## src/rtl/yd_dbus_lsu.sv

```systemverilog
// Dual-issue load/store unit: stores post into a FIFO write buffer, loads go straight to the single memory port.
// Grants are combinational; load data returns one cycle after acceptance. Loads that alias a buffered store wait for the drain.
module yd_dbus_lsu #(
    parameter int DW       = 16,
    parameter int AW       = 16,
    parameter int WB_DEPTH = 4
) (
    input  logic                        clk,
    input  logic                        rst,
    input  logic                        ch0_req,
    input  logic                        ch0_we,
    input  logic [AW-1:0]               ch0_addr,
    input  logic [DW-1:0]               ch0_wdata,
    output logic                        ch0_gnt,
    output logic                        ch0_rvalid,
    output logic [DW-1:0]               ch0_rdata,
    input  logic                        ch1_req,
    input  logic                        ch1_we,
    input  logic [AW-1:0]               ch1_addr,
    input  logic [DW-1:0]               ch1_wdata,
    output logic                        ch1_gnt,
    output logic                        ch1_rvalid,
    output logic [DW-1:0]               ch1_rdata,
    output logic                        m_req,
    output logic                        m_we,
    output logic [AW-1:0]               m_addr,
    output logic [DW-1:0]               m_din,
    input  logic                        m_ready,
    input  logic [DW-1:0]               m_dout,
    output logic                        stall,
    output logic [$clog2(WB_DEPTH):0]   wb_count
);

    localparam int PW = $clog2(WB_DEPTH);
    localparam int CW = PW + 1;

    logic [AW-1:0] wb_addr [WB_DEPTH];
    logic [DW-1:0] wb_data [WB_DEPTH];
    logic [PW-1:0] rd_ptr;
    logic [PW-1:0] wr_ptr;
    logic [PW-1:0] wr_idx1;
    logic [CW-1:0] count;
    logic [CW-1:0] free_cnt;
    logic [1:0]    rd_pend;

    logic          full;
    logic          hit0;
    logic          hit1;
    logic [PW-1:0] off;
    logic          st0;
    logic          ld0;
    logic          st1;
    logic          ld1;
    logic          blk0;
    logic          push0;
    logic          push1;
    logic          pop;

    assign full     = (count == CW'(WB_DEPTH));
    assign free_cnt = CW'(WB_DEPTH) - count;

    // Compare each request address against every live buffer slot.
    always_comb begin
        hit0 = 1'b0;
        hit1 = 1'b0;
        off  = '0;
        for (int i = 0; i < WB_DEPTH; i++) begin
            off = PW'(i) - rd_ptr;
            if ({1'b0, off} < count) begin
                if (wb_addr[i] == ch0_addr) hit0 = 1'b1;
                if (wb_addr[i] == ch1_addr) hit1 = 1'b1;
            end
        end
    end

    // Free space is taken from the start-of-cycle count, so a same-cycle pop gives no credit.
    assign st0     = ch0_req & ch0_we & (free_cnt != '0);
    assign ld0     = ch0_req & ~ch0_we & m_ready & ~full & ~hit0;
    assign ch0_gnt = ~rst & (st0 | ld0);
    assign blk0    = ch0_req & ~ch0_gnt;
    assign push0   = ch0_gnt & ch0_we;

    assign st1 = ch1_req & ch1_we & ~blk0 &
                 (push0 ? (free_cnt >= CW'(2)) : (free_cnt != '0));
    assign ld1 = ch1_req & ~ch1_we & ~blk0 & ~(ch0_req & ~ch0_we) &
                 m_ready & ~full & ~hit1 & ~(push0 & (ch0_addr == ch1_addr));
    assign ch1_gnt = ~rst & (st1 | ld1);
    assign push1   = ch1_gnt & ch1_we;

    assign stall = ~rst & (blk0 | (ch1_req & ~ch1_gnt));

    // Memory port arbitration: full-buffer drain, then loads, then opportunistic drain.
    always_comb begin
        m_req  = 1'b0;
        m_we   = 1'b0;
        m_addr = '0;
        m_din  = '0;
        if (!rst) begin
            if (full) begin
                m_req  = 1'b1;
                m_we   = 1'b1;
                m_addr = wb_addr[rd_ptr];
                m_din  = wb_data[rd_ptr];
            end else if (ld0) begin
                m_req  = 1'b1;
                m_addr = ch0_addr;
            end else if (ld1) begin
                m_req  = 1'b1;
                m_addr = ch1_addr;
            end else if (count != '0) begin
                m_req  = 1'b1;
                m_we   = 1'b1;
                m_addr = wb_addr[rd_ptr];
                m_din  = wb_data[rd_ptr];
            end
        end
    end

    assign pop     = m_req & m_we & m_ready;
    assign wr_idx1 = push0 ? (wr_ptr + PW'(1)) : wr_ptr;

    always_ff @(posedge clk) begin
        if (push0) begin
            wb_addr[wr_ptr] <= ch0_addr;
            wb_data[wr_ptr] <= ch0_wdata;
        end
        if (push1) begin
            wb_addr[wr_idx1] <= ch1_addr;
            wb_data[wr_idx1] <= ch1_wdata;
        end
    end

    always_ff @(posedge clk) begin
        if (rst) begin
            rd_ptr  <= '0;
            wr_ptr  <= '0;
            count   <= '0;
            rd_pend <= '0;
        end else begin
            wr_ptr  <= wr_ptr + PW'(push0) + PW'(push1);
            rd_ptr  <= rd_ptr + PW'(pop);
            count   <= count + CW'(push0) + CW'(push1) - CW'(pop);
            rd_pend <= {ch1_gnt & ~ch1_we, ch0_gnt & ~ch0_we};
        end
    end

    assign ch0_rvalid = rd_pend[0] & ~rst;
    assign ch1_rvalid = rd_pend[1] & ~rst;
    assign ch0_rdata  = ch0_rvalid ? m_dout : '0;
    assign ch1_rdata  = ch1_rvalid ? m_dout : '0;
    assign wb_count   = rst ? '0 : count;

endmodule

```

## config.mk

```make
export PLATFORM = sky130hd
export DESIGN_NAME = yd_dbus_lsu
export DESIGN_NICKNAME = d
export VERILOG_FILES = /design/src/rtl/yd_dbus_lsu.sv
export SDC_FILE = /design/constraint.sdc
export NUM_CORES = 1
export LEC_CHECK = 0
export CAP_MARGIN = 5
export CORE_MARGIN = 10
export CORE_UTILIZATION = 40
export CTS_BUF_LIST = sky130_fd_sc_hd__clkbuf_8
export DETAILED_ROUTE_END_ITERATION = 10
export GPL_TIMING_DRIVEN = 0
export PLACE_DENSITY = 0.7
export SLEW_MARGIN = 0
export SYNTH_ARGS = -nofsm -noshare
export SYNTH_HDL_FRONTEND = slang
export SYNTH_SLANG_ARGS = --single-unit
export TNS_END_PERCENT = 30
```

## constraint.sdc

```tcl
create_clock -name clk -period 5.3 [get_ports clk]
set_input_delay 0.795 -clock clk [delete_from_list [all_inputs] [get_ports clk]]
set_output_delay 0.795 -clock clk [all_outputs]
set_load 0.01 [all_outputs]
```

==> results of run 1 <==
## power by group through the flow
stage | logic (mW) | clock network [mW] | registers, mW
finish | 1.52 | 1.01 | 1.34
CTS | 1.52 | 1.02 | 1.34
floorplan | 0.916 | 0 | 1.35
global route | 1.63 | 1.06 | 1.35
global placement | 1.45 | 0 | 1.37
detailed placement | 1.49 | 0 | 1.37
## state kept, by name (all words and copies together), names as in the netlist
name	count
wb_addr	64
wb_data	64
count	3
rd_pend	2
rd_ptr	2
wr_ptr	2
## layer usage
layer	global-route usage, %	up-vias
met1	24.7	3519
met2	32.4	361
met4	7.33	2
met3	3.68	67
li1	-	3318
met5	0	-
## cells in the final DEF (no fill, tap or decap), types with 4 or more instances in the layout
cell	instances
nand3_1	6
inv_8	6
clkdlybuf4s50_1	127
and2_1	33
inv_6	5
edfxtp_1	128
mux2_4	29
dfxtp_1	9
buf_6	7
nor2b_1	23
clkbuf_8	17
mux2_1	8
nor3_1	4
clkbuf_1	11
buf_1	4
a21o_2	4
nand2_1	24
mux4_2	32
buf_4	5
ha_1	15
nor4_1	28
a21oi_1	52
nand4_1	32
xor2_1	104
inv_1	13
xnor2_1	45
nor2_1	30
buf_12	4
buf_2	39
mux2_2	91
## cell families after synthesis
group	synth area share (%)
AND/OR/NAND/NOR	11.5
buffers and inverters	4.69
XOR/XNOR	13.2
adder cells (fa/ha/maj)	2.50
multiplexers	22.9
AO/OA/AOI/OAI	4.65
flip-flops	40.6
## synth_stat cells, types with 8 or more instances
| cell | number | area share (%) |
|---|---|---|
| a21oi_1 | 53 | 2.7 |
| and2_1 | 33 | 2.1 |
| buf_2 | 40 | 2.0 |
| clkbuf_1 | 17 | 0.64 |
| dfxtp_1 | 9 | 1.8 |
| edfxtp_1 | 128 | 39 |
| ha_1 | 15 | 1.9 |
| inv_1 | 13 | 0.49 |
| mux2_1 | 8 | 0.91 |
| mux2_2 | 91 | 10 |
| mux2_4 | 29 | 4.4 |
| mux4_2 | 32 | 7.3 |
| nand2_1 | 24 | 0.91 |
| nand4_1 | 32 | 2.0 |
| nor2_1 | 30 | 1.1 |
| nor2b_1 | 23 | 1.5 |
| nor4_1 | 28 | 1.8 |
| xnor2_1 | 45 | 4.0 |
| xor2_1 | 104 | 9.2 |
## worst min-delay path: cells and delay by family (launching register included)
kind | cells | cell delay, ns
fa+ha+maj | 1 | 0.12
simple gates | 1 | 0.11
flops | 1 | 0.34
## through the flow
stage | std cells | TNS (ns)
finish | 1307 | 0
global route | 1306 | 0
CTS | 1308 | 0
detailed placement | 1272 | -8.15
global placement | 1269 | -51.31
floorplan | 818 | 0
## area by class of cell
type | instances | share of cell area [%]
clock inverters | 15 | 1.79
diodes | 1 | 0.0205
clock buffers | 17 | 1.92
well taps | 324 | 3.33
inverters | 15 | 0.462
flip-flops and latches | 137 | 33.0
multi-input cells | 594 | 44.8
plain buffers | 70 | 3.47
repair buffers | 134 | 11.2
## repair_timing
action / CTS / global route
endpoints found under the setup margin: 39 / 29
resized for setup: 12 / 9
pin swaps: 2 / 1
buffers inserted: 4 / 0
## final timing paths
| path | slack (ns) | cells past startpoint | start | to |
|---|---|---|---|---|
| setup reg to reg | 0.82 | 16 | rd_ptr[1]$_SDFF_PP0_ | wb_addr[3][0]$_DFFE_PP_ |
| hold reg to reg | 0.61 | 2 | rd_ptr[0]$_SDFF_PP0_ | rd_ptr[0]$_SDFF_PP0_ |
| hold / removal | 0.61 | 2 | rd_ptr[0]$_SDFF_PP0_ | rd_ptr[0]$_SDFF_PP0_ |
| setup / recovery | 0.16 | 16 | rd_ptr[1]$_SDFF_PP0_ | m_addr[7] |
==> flow_summary.yaml, run 1 <==
power_and_ir_drop:
  power.leakage_nw: 4.14
  powerDensity_nw_per_um2: 317
  power_frac_comb_pct: 39.2
  intPower_mw: 2.49
  seqPwrFrac_pct: 34.7
  ir_drop_mv: 0.173
  p_clk_share_pct: 26.0
  p_sw_share_pct: 35.5
  p_total_mw: 3.87
  power.switching_mw: 1.37
synthesis:
  ys_seq_area_share_pct: 40.6
  avgSynthCellArea_um2: 12.1
  synth_edf_count: 128
  yosysWarnings: 0
  syn_nets: 923
  ys_dominant_reg_cell: "edfxtp_1"
  synth_cells: 818
  ys_seq_elements: 137
  netlist_area_um2: 9920
  async_flop_share_pct: 0
  synth_cell_types: 48
clock_network:
  cts_max_level: 4
  cts_tree: "done"
  hold_buffers: 0
  cts-root-buf: "clkbuf_8"
  clk_path_buf_depth: 2
  clk_pin_slew_ns: 0.09
  cts_sinks: 137
  clock_latency_ns: 0.48
  cts_buffers: 17
die:
  die_h_um: 177
  row_count: 57
  io_pins: 161
  die_w_um: 177
  start_util_pct: 40.7
  design.core.area_um2: 24400
  dieArea_um2: 31500
timing:
  holdWs_ns: 0.606
  setup_viol: 0
  fin_skew_ns: 0.0217
  period_share_pct: 96.9
  slew_headroom_pct: 18.9
  rsz0062_at_grt: "false"
  fmax_mhz: 195
  maxSlewViolCount: 0
  fin_crit_ns: 5.14
  tightestPinTransition_ns: 1.22
  fin_ws_ns: 0.165
  final_hold_viol_count: 0
min_path:
  min_path_type: "reg -> reg"
final_layout:
  n_fill_cell: 2201
  final_area_um2: 12200
  syn_to_final_growth_pct: 22.9
  drive_above_1_share_pct: 26.8
  seq_area_um2: 4020
  nNetsFinal: 1074
  multi_input_area_um2: 5460
  fin_util_pct: 50.0
critical_path:
  critPathBufInv: 7
  worst-setup-path-type: "reg -> out"
  cp.required_ns: 4.51
  critPathCaptureType: "output pin"
  slowest_delay_ns: 0.60
  cp.arrival_ns: 4.34
  crit_fanout: 10
  crit_top_cell: "nor2_1"
  crit_family: "buffers and inverters"
  worst_setup_path_start_kind: "flop"
  cp_slowest_cell: "clkdlybuf4s50_1"
  critical_path.cell_chain: "clkbuf_2, buf_4, inv_1, ha_1, a21oi_1, nor2_1, nor2_1, or4_1, buf_6, and3_1, a2111oi_4, buf_4, clkbuf_4, nor2_1, nor2_1, clkdlybuf4s50_1"
placed_design:
  dp_hpwl_um: 23000
  io_buffers: 127
  place_worst_setup_slack_ns: -0.474
  placed_area_um2: 11700
  gp_congestion: 0.986
detailed_routing:
  route.met3.wl_um: 2350
  post-route-drc-count: 0
  wl_per_cell_um: 24.0
  dr.pass1.iters: 5
  highest-signal-layer: "met5"
  vias_per_cell: 5.56
  ant_nets: 0
  num_vias: 7267
  wl_um: 31400
  wl_met2_um: 15000
  wirelength_met1_um: 13100
  drtIter0Drc: 696
global_route:
  grt_pass1_wl_um: 46200
  gr-total-overflow: 0
  grt_max_degree: 33
  gr-usage-all-layers_pct: 19.5
  antenna_found_initial: 2
  grt_pass1_vias: 7407
outcome:
  run_status: "finished clean"
flow_run:
  max-cap-violations: 0
Power figures use the tool's default switching activity.
==> run 2: changes to the inputs <==
--- a/constraint.sdc
+++ b/constraint.sdc
@@ -3,2 +3,2 @@
 set_output_delay 0.795 -clock clk [all_outputs]
-set_load 0.01 [all_outputs]
+set_load 0.1 [all_outputs]
==> flow_summary.yaml, run 2 (same netlist as run 1, synthesis figures left out) <==
detailed_routing:
  post-route-drc-count: 0
  drtIter0Drc: 641
  vias_per_cell: 5.61
  wl_per_cell_um: 23.9
  ant_nets: 0
  wl_um: 31200
  num_vias: 7340
  dr.pass1.iters: 5
global_route:
  grt_max_degree: 33
  gr-total-overflow: 0
  use_met2_pct: 32.7
  globalRouteMet1Util_pct: 25.3
  use_met3_pct: 3.80
  grt.busiest_layer: "met2"
  grt_pass1_wl_um: 46600
  antenna_found_initial: 0
  gr-usage-all-layers_pct: 19.6
  grt_pass1_vias: 7571
placed_design:
  place_worst_setup_slack_ns: -1.00
  gp_congestion: 0.972
  io_buffers: 127
  dp_hpwl_um: 22900
critical_path:
  critPathCaptureType: "output pin"
  crit_top_cell: "a21oi_1"
  cp.required_ns: 4.51
  reg2reg_from: "rd_ptr[0]$_SDFF_PP0_"
  crit_path_start: "rd_ptr[1]$_SDFF_PP0_"
  worst_setup_path_start_kind: "flop"
  crit_fanout: 10
  critical_path.cell_chain: "clkbuf_2, clkbuf_4, inv_1, ha_1, a21oi_1, nor2_1, nor2_1, or4_1, buf_6, and3_1, a2111oi_4, buf_4, buf_4, a21oi_1, a21oi_1, clkdlybuf4s15_2"
  cp_slowest_cell: "clkdlybuf4s15_2"
  cp.arrival_ns: 4.35
  slowest_delay_ns: 0.61
  reg2regPathDepth: 15
  worst-setup-path-type: "reg -> out"
  r2r_slack_ns: 0.75
die:
  row_count: 57
  io_pins: 161
  design.core.area_um2: 24400
  start_util_pct: 40.7
  dieArea_um2: 31500
  die_w_um: 177
  die_h_um: 177
timing:
  final_hold_viol_count: 0
  fin_crit_ns: 5.15
  fin_ws_ns: 0.153
  rsz0062_at_grt: "true"
  fin_skew_ns: 0.0223
  setup_viol: 0
  fmax_mhz: 194
  holdWs_ns: 0.601
  period_share_pct: 97.1
  maxSlewViolCount: 0
  slew_headroom_pct: 20.0
  tightestPinTransition_ns: 1.20
final_layout:
  final_common_cell: "edfxtp_1"
  syn_to_final_growth_pct: 21.1
  drive_above_1_share_pct: 30.6
  nNetsFinal: 1076
  reg_top3: "wb_addr: 64 flops, wb_data: 64 flops, count: 3 flops"
  final_cell_mix: "edfxtp_1, xor2_1, mux2_2"
  diodes: 0
min_path:
  hold_depth: 2
  min_path_type: "reg -> reg"
  min-delay-start: "rd_ptr[0]$_SDFF_PP0_"
flow_run:
  max-cap-violations: 0
clock_network:
  clk_pin_slew_ns: 0.10
  clock_latency_ns: 0.47
  cts_max_level: 4
  cts_buffers: 17
  clk_path_buf_depth: 2
  cts-root-buf: "clkbuf_8"
  hold_buffers: 0
  cts_tree: "done"
  cts_sinks: 137
power_and_ir_drop:
  power.leakage_nw: 4.16
  ir_drop_mv: 0.177
  powerDensity_nw_per_um2: 366
outcome:
  run_status: "finished clean"
[run 2: through the flow]
step                total power [mW]  cell area, um2  utilization (%)  setup TNS (ns)  instances
global placement                3.58           11600             47.6          -81.82       1269
finish                          4.39           12000             49.2               0       1308
CTS                             4.44           12100             49.8               0       1309
detailed placement              3.61           11700             48.0          -27.11       1273
floorplan                       3.03            9930                -          -0.804        818
global route                    4.57           12000             49.2         -0.0704       1308
[run 2: final cells by class]
cell class                 instances  area (um2)
clock buffer                      17         234
timing repair buffer             135        1260
buffer                            71         418
multi-input combinational        594        5460
inverter                          15        56.3
fill                            2246       12400
sequential                       137        4020
clock inverter                    15         150
tap                              324         405
[run 2: what timing repair did]
| action | 4_1_cts | 5_1_grt |
|---|---|---|
| gates resized for setup | 113 | 65 |
| setup buffers | 4 | 0 |
| pin swaps | 2 | 0 |
| cloned | 0 | 0 |
| setup endpoints to repair | 39 | 34 |
[run 2: power by group]
part,leakage (nW),switching (mW),internal [mW]
Combinational,2.74,1.57,0.632
Clock,0.198,0.503,0.351
Sequential,1.23,0.0591,1.28
Total,4.16,2.13,2.27
[run 2: worst max-delay path, delay by kind of cell, from the launching register on]
family	cells	cell delay (ns)
buf+inv	7	1.73
simple gates	4	0.83
compound gates	4	0.65
flops	1	0.35
fa+ha+maj	1	0.30
[run 2: metal layers]
layer	routed length (um)	vias up
li1	-	3325
met1	13200	3638
met2	15200	331
met3	2230	46
met4	584	0
met5	0	-
[run 2: path summary, 6_finish.rpt]
| kind | endpoint |
|---|---|
| min | rd_ptr[0]$_SDFF_PP0_ |
| min reg2reg | rd_ptr[0]$_SDFF_PP0_ |
| max | m_addr[13] |
| max reg2reg | wb_addr[2][3]$_DFFE_PP_ |
